<file path="src/rtl/hamming_ser_enc.sv">
// Serial Hamming encoder: latches a K-bit word and shifts out
// start bit, data (LSB first), Hamming parity and optional overall parity.
`timescale 1ns/1ps
module hamming_ser_enc #(
  parameter int K   = 4,
  parameter int EXT = 0
) (
  input  logic         clk,
  input  logic         rst_n,
  input  logic [K-1:0] in,
  input  logic         in_valid,
  output logic         in_ready,
  output logic         out,
  output logic         busy,
  output logic         sof,
  output logic         state_dbg
);

  localparam int R  = (K == 4) ? 3 : (K == 11) ? 4 : 5;
  localparam int N  = 1 + K + R + EXT;
  localparam int CW = $clog2(N);

  generate
    if (!(K == 4 || K == 11 || K == 26)) begin : g_bad_k
      $error("hamming_ser_enc: K must be 4, 11 or 26");
    end
    if (!(EXT == 0 || EXT == 1)) begin : g_bad_ext
      $error("hamming_ser_enc: EXT must be 0 or 1");
    end
  endgenerate

  typedef enum logic {IDLE = 1'b0, SEND = 1'b1} state_t;

  // Handshake: a word is taken on a rising edge where in_valid && in_ready.
  // in_ready depends only on registered state, never on in_valid.

  state_t          state_q, state_d;
  logic [CW-1:0]   cnt_q, cnt_d;
  logic [K-1:0]    data_q, data_d;
  logic            out_q, out_d;
  logic            busy_q, busy_d;
  logic            sof_q, sof_d;
  logic [N-1:0]    frame_d;
  logic            last_bit;
  logic            accept;

  // Data bit i sits at the (i+1)-th non-power-of-two codeword position;
  // parity j covers every position with bit j set.
  function automatic logic [R-1:0] calc_par(input logic [K-1:0] d);
    logic [K-1:0] rem;
    logic [R-1:0] par;
    rem = d;
    par = '0;
    for (int p = 3; p <= K + R; p++) begin
      if ((p & (p - 1)) != 0) begin
        for (int j = 0; j < R; j++) begin
          if (((p >> j) & 1) == 1 && rem[0]) par = par ^ (R'(1) << j);
        end
        rem = rem >> 1;
      end
    end
    return par;
  endfunction

  function automatic logic [N-1:0] build_frame(input logic [K-1:0] d);
    logic [N-1:0] f;
    logic [R-1:0] par;
    par         = calc_par(d);
    f           = '0;
    f[K:0]      = {d, 1'b1};
    f[K+R:K+1]  = par;
    if (EXT == 1) f[N-1] = ^{d, par};
    return f;
  endfunction

  assign last_bit = (state_q == SEND) && (cnt_q == CW'(N - 1));
  assign in_ready = (state_q == IDLE) || last_bit;
  assign accept   = in_valid && in_ready;

  always_comb begin
    state_d = state_q;
    cnt_d   = cnt_q;
    data_d  = data_q;
    if (accept) begin
      state_d = SEND;
      cnt_d   = '0;
      data_d  = in;
    end else if (state_q == SEND) begin
      if (last_bit) begin
        state_d = IDLE;
        cnt_d   = '0;
      end else begin
        cnt_d = cnt_q + CW'(1);
      end
    end
    // Outputs are registered: look ahead at the next state's frame bit.
    frame_d = build_frame(data_d);
    out_d   = (state_d == SEND) ? frame_d[cnt_d] : 1'b0;
    busy_d  = (state_d == SEND);
    sof_d   = (state_d == SEND) && (cnt_d == '0);
  end

  always_ff @(posedge clk or negedge rst_n) begin
    if (!rst_n) begin
      state_q <= IDLE;
      cnt_q   <= '0;
      data_q  <= '0;
      out_q   <= 1'b0;
      busy_q  <= 1'b0;
      sof_q   <= 1'b0;
    end else begin
      state_q <= state_d;
      cnt_q   <= cnt_d;
      data_q  <= data_d;
      out_q   <= out_d;
      busy_q  <= busy_d;
      sof_q   <= sof_d;
    end
  end

  assign out       = out_q;
  assign busy      = busy_q;
  assign sof       = sof_q;
  assign state_dbg = (state_q == SEND);

endmodule

</file>
<file path="config.mk">
export PLATFORM = sky130hd
export DESIGN_NAME = hamming_ser_enc
export DESIGN_NICKNAME = d
export VERILOG_FILES = /design/src/rtl/hamming_ser_enc.sv
export SDC_FILE = /design/constraint.sdc
export NUM_CORES = 1
export LEC_CHECK = 0
export CORE_AREA = 2 2 39 41
export CTS_BUF_LIST = sky130_fd_sc_hd__clkbuf_4
export DETAILED_ROUTE_END_ITERATION = 12
export DIE_AREA = 0 0 41 43
export GPL_TIMING_DRIVEN = 1
export PLACE_DENSITY = 0.74
export SLEW_MARGIN = 25
export SYNTH_ARGS = -nofsm -noshare
export SYNTH_HDL_FRONTEND = slang
export SYNTH_SLANG_ARGS = --single-unit
</file>
<file path="constraint.sdc">
create_clock -name clk -period 4.32 [get_ports clk]
set_clock_uncertainty 0.2 [all_clocks]
set_input_delay 0.864 -clock clk [delete_from_list [all_inputs] [get_ports clk]]
set_output_delay 0.864 -clock clk [all_outputs]
set_load 0.005 [all_outputs]
</file>
==> metrics.csv, run 1 <==
metric;value;unit
status;finished clean;
Syn Nets;71;
post-synthesis cell area;636;sq um
CORE AREA;1380;sq um
Seq/Total Area, Yosys;0.394;
die area;1760;sq um
crit path launch;cnt_q[0]$_DFF_PN0_;
gpl congestion;0.832;
reg-to-reg critical path startpoint;cnt_q[0]$_DFF_PN0_;
Final Setup Violations;0;
Achievable Freq;337;MHz
postcts setup bufs;0;
pwr/cell area;774;nW/um^2
area share of the largest cell type after synthesis;0.394;
largest net degree at the start of global routing;14;
Setup TNS;0;ns
sum of buffers and inverters on the critical path;2;
Max IR drop VDD;0.000325;V
first-pass GRT wire length;1990;um
initial core utilization;0.459;
Sequential cell area;250;sq um
detailed placement HPWL;957;um
Worst Hold Class;reg2reg;
# DRC;0;
DR vias/cell;5.44;
leakage power;0.329;nW
WL/cell;13.3;um
pre-CTS WS;1.47;ns
initial antenna violation count;0;
synth-to-layout area growth;21.7;%
flops & latches, synth;10;
Vias;495;
Hold Fails Final Rpt;0;
NumNets Final;85;
Worst Hold Launch;data_q[3]$_DFF_PN0_;
Slew HR;0.722;
IO Count;12;
diodes inserted;0;
Largest stage delay, worst path;0.45;ns
Top cell by count, worst path;ha_1;
slowest CP cell;dfrtp_1;
dpl cells;87;
max cap viols;0;
number of different library cells in the post-synthesis netlist;35;
drt total wl;1210;um
CP Capture Type;primary output;
final period utilization;0.686;
TritonRoute pass-1 iters;2;
DIE WIDTH;41;um
fin. max-slew vios;0;
remaining global-route overflow;0;
syn avg cell area;10.3;sq um
Finished Layout Cells;91;
Critical Path RT;3.26;ns
crit-path leading delay family;buffers and inverters;
CTS Buf Count;3;
RSZ-0062 raised after global routing;false;
Post-Synthesis Cells;62;
vias in the first global route;481;
gr usage total;0.172;
Post-DRT Antenna Nets;0;
Multi-input gate area;344;sq um
Design Power;0.599;mW
dominant cells by area after synthesis;dfrtp_1, xnor2_1, xor2_1;
post-route minimum period;2.96;ns
depth of the CTS H-tree;1;
Die Span Y;43;um
Core Rows;14;
Yosys warnings;0;
CTS max path bufs;2;
layout cells sized above 1;0.173;
Slew @ Worst Pin;0.415;ns
WP data arrival;1.90;ns
fill cell count;132;
clock root cell;clkbuf_4;
type of origin of the critical path;register;
Buffers on Ports;11;
Hold Buf Count CTS;0;
PnR worst setup slack;1.36;ns
# clock sinks;10;
post-cts gate resize count;0;
crit-path cells;ha_1, ha_1, nor2b_2, inv_2, clkdlybuf4s50_1;
Clock transition at path regs;0.06;ns
Initial DRC Count;1;
cell taking the most area after synthesis;dfrtp_1;
CTS tree;built;
Worst-Skew Late Latency;0.26;ns
Setup Crit Path Kind;reg2out;
CP Max Fanout;7;
stage by stage:
stage | instance area (sq um) | hold slack (ns) | util
finish | 773 | 0.312 | 0.559
floorplan | 636 | 0.279 | -
detailed placement | 747 | 0.302 | 0.540
global placement | 747 | 0.300 | 0.540
CTS | 773 | 0.317 | 0.559
global route | 773 | 0.338 | 0.559
cells by family after synthesis:
logic type / synth area share
multiplexers: 0.0689
flip-flops: 0.394
AND/OR/NAND/NOR: 0.165
AO/OA/AOI/OAI: 0.185
XOR/XNOR: 0.0827
adder cells (fa/ha/maj): 0.0394
buffers and inverters: 0.0650
path summary, 6_finish.rpt:
kind	to	slack, ns	depth (start not counted)
max in group asynchronous	data_q[2]$_DFF_PN0_	2.92	1
min in group asynchronous	out$_DFF_PN0_	0.70	1
setup / recovery	in_ready	1.36	5
hold reg to reg	data_q[3]$_DFF_PN0_	0.31	1
hold / removal	data_q[3]$_DFF_PN0_	0.31	1
setup reg to reg	out$_DFF_PN0_	1.90	9
synthesized netlist by cell type, drive strengths merged:
library cell and count:
dfrtp 10, inv 6, nand2 4, o21ai 4, mux2 3, xnor2 3, xor2 3, a21oi 2
a31oi 2, buf 2, ha 2, nor2 2, nor2b 2, o211ai 2, o22a 2, or3b 2
a211o 1, a32o 1, and4 1, mux2i 1, nand2b 1, nand4b 1, nor3 1, nor4 1
nor4bb 1, o22ai 1, o31ai 1
worst register-to-register path, delay by kind of cell (launching register included):
family                     cells  cell delay (ns)
AOI/OAI and AO/OA              2             0.30
adders and majority gates      2             0.47
buffers and inverters          1             0.06
DFF                            1             0.45
muxes                          1             0.38
and+or+nand+nor                3             0.44
power breakdown:
part / total, mW / internal (mW) / switching, mW
clock: 0.0615 / 0.0332 / 0.0284
combinational: 0.353 / 0.191 / 0.163
sequential: 0.184 / 0.140 / 0.0434
total: 0.599 / 0.364 / 0.234
area by class of cell:
| class | instances | area share |
|---|---|---|
| Multi-Input combinational cell | 44 | 0.445 |
| Clock buffer | 3 | 0.0291 |
| Inverter | 6 | 0.0291 |
| Sequential cell | 10 | 0.324 |
| Timing Repair Buffer | 11 | 0.142 |
| Tap cell | 16 | 0.0259 |
| Clock inverter | 1 | 0.00485 |
registers in the layout, indices dropped and copies added, names as in the netlist:
register and flops:
cnt_q 3, sof 1, busy 1, data_q 4, out 1
placed cells by master (no fill, tap or decap), drive strengths merged, types with 3 or more instances in the layout:
| master | synthesis | final |
|---|---|---|
| clkdlybuf4s50 | 0 | 11 |
| dfrtp | 10 | 10 |
| inv | 6 | 6 |
| nand2 | 4 | 4 |
| o21ai | 4 | 4 |
| xor2 | 3 | 3 |
| xnor2 | 3 | 3 |
| clkbuf | 0 | 3 |
| mux2 | 3 | 3 |
per-layer routing:
layer  track usage  up-vias  share of wire
met1         0.182      229           0.42
met3        0.0628        4          0.031
li1              -      253              -
met5             0        -              0
met4        0.0600        0         0.0099
met2         0.294        9           0.54
No activity file was read; power rests on OpenSTA's default activity.
==> run 2, diff against run 1 <==
clock period = 2.85 ns   (was 4.32 ns; I/O delays follow)
==> run 2 against run 1 <==
Effect of this change: non-clock buffer count stayed put; via count is 3.8% higher; global-route usage is 2.6 points lower; clock-buffer cell count stayed put; utilization stayed put; sequential power is 50% higher; wire length is 13% lower; first-iteration DRC count grew to 6.0 times the previous value; sequential share of layout area stayed put; worst setup slack worse by 1.2 ns; flip-flop and latch count stayed put; critical path depth stayed put.
==> metrics.csv, run 2 (same netlist as run 1, synthesis figures left out) <==
metric;value;unit
layout cells sized above 1;0.173;
Setup Crit Path Kind;reg2out;
Setup TNS;0;ns
Top cell by count, worst path;ha_1;
Initial DRC Count;6;
first-pass GRT wire length;1810;um
Worst Hold Path Cells;1;
pre-CTS WS;0.323;ns
Vias;514;
CTS max path bufs;2;
Clock transition at path regs;0.06;ns
NumNets Final;85;
CTS Buf Count;3;
Achievable Freq;376;MHz
CTS tree;built;
largest net degree at the start of global routing;14;
Slew @ Worst Pin;0.413;ns
type of origin of the critical path;register;
pwr/cell area;1160;nW/um^2
max cap viols;0;
CORE AREA;1380;sq um
IO Count;12;
leading cell type in the layout, fill and taps excluded;clkdlybuf4s50_1;
detailed placement HPWL;874;um
# DRC;0;
CP Max Fanout;7;
Worst-Skew Late Latency;0.26;ns
clock root cell;clkbuf_4;
Die Span Y;43;um
Most flops, register;data_q;
Core Rows;14;
Largest stage delay, worst path;0.44;ns
remaining global-route overflow;0;
initial antenna violation count;0;
Worst Reg-to-Reg Cells;9;
internal power;0.552;mW
initial core utilization;0.459;
Worst Hold Class;reg2reg;
Final Setup Violations;0;
placed inst area;747;sq um
Reg power frac;0.309;
post-route minimum period;2.66;ns
CP Capture Type;primary output;
net switching power;0.344;mW
Sequential cell area;250;sq um
Hold WS;0.311;ns
Post-DRT Antenna Nets;0;
gpl congestion;0.817;
depth of the CTS H-tree;1;
synth-to-layout area growth;21.7;%
status;finished clean;
Final Core Density;0.559;
gr usage total;0.146;
Logic pwr share;0.588;
fill cell count;123;
Hold Buf Count CTS;0;
Hold Fails Final Rpt;0;
Slew HR;0.724;
PnR worst setup slack;0.190;ns
postcts setup bufs;0;
Multi-input gate area;344;sq um
Max IR drop VDD;0.000584;V
TritonRoute pass-1 iters;4;
commonest cells after routing, fill and taps aside;clkdlybuf4s50_1, dfrtp_1, inv_1;
DIE WIDTH;41;um
top flop regs;data_q x4, cnt_q x3;
WL/cell;11.6;um
WP data arrival;1.89;ns
Critical Path RT;2.08;ns
RSZ-0062 raised after global routing;false;
Buffers on Ports;11;
final period utilization;0.933;
vias in the first global route;463;
DR vias/cell;5.65;
max reg flops;4;
clock share of power;0.103;
die area;1760;sq um
crit-path cells;ha_1, ha_1, nor2b_2, inv_2, clkdlybuf4s50_1;
slowest CP cell;dfrtp_1;
# clock sinks;10;
diodes inserted;0;
leakage power;0.329;nW
Switching Fraction;0.384;
drt total wl;1060;um
Layout Cell Area excl Fill;773;sq um
fin. max-slew vios;0;
post-cts gate resize count;0;
run 2: cell counts in the layout (fill, tap and decap cells not counted):
No cell type changed its count.
run 2: per-stage QoR:
step,power (mW),instances
finish,0.896,91
floorplan,0.677,62
global route,0.978,91
CTS,0.905,91
global placement,0.802,87
detailed placement,0.810,87
run 2: worst paths after layout:
kind	endpoint	slack (ns)	startpoint
worst max register to register	out$_DFF_PN0_	0.44	cnt_q[0]$_DFF_PN0_
max in group asynchronous	data_q[0]$_DFF_PN0_	1.75	rst_n
worst max-delay path	in_ready	0.19	cnt_q[0]$_DFF_PN0_
worst min-delay path	data_q[3]$_DFF_PN0_	0.31	data_q[3]$_DFF_PN0_
worst min register to register	data_q[3]$_DFF_PN0_	0.31	data_q[3]$_DFF_PN0_
min in group asynchronous	out$_DFF_PN0_	0.41	rst_n
run 2: power by group through the flow:
stage               Combinational [mW]  Clock (mW)  Sequential, mW
global route                     0.590       0.103           0.286
detailed placement               0.529           0           0.281
floorplan                        0.413           0           0.264
finish                           0.527      0.0927           0.276
CTS                              0.530      0.0959           0.279
global placement                 0.523           0           0.279
run 2: layout make-up:
class	instances	share of cell area
clock buffer	3	0.0291
clock inverter	1	0.00485
sequential	10	0.324
timing repair buffer	11	0.142
tap	16	0.0259
inverter	6	0.0291
multi-input combinational	44	0.445
run 2: worst max-delay path, delay by kind of cell (launching register included):
| kind | cells | cell delay [ns] |
|---|---|---|
| adder cells (fa/ha/maj) | 2 | 0.47 |
| AND/OR/NAND/NOR | 1 | 0.22 |
| buffers and inverters | 2 | 0.50 |
| flip-flops | 1 | 0.44 |
run 2: routing by layer:
layer,vias to the layer above,GRT usage,routed length (um)
li1,253,-,-
met1,237,0.184,448
met2,18,0.231,521
met3,6,0.0471,55
met4,0,0.0400,30
met5,-,0,0
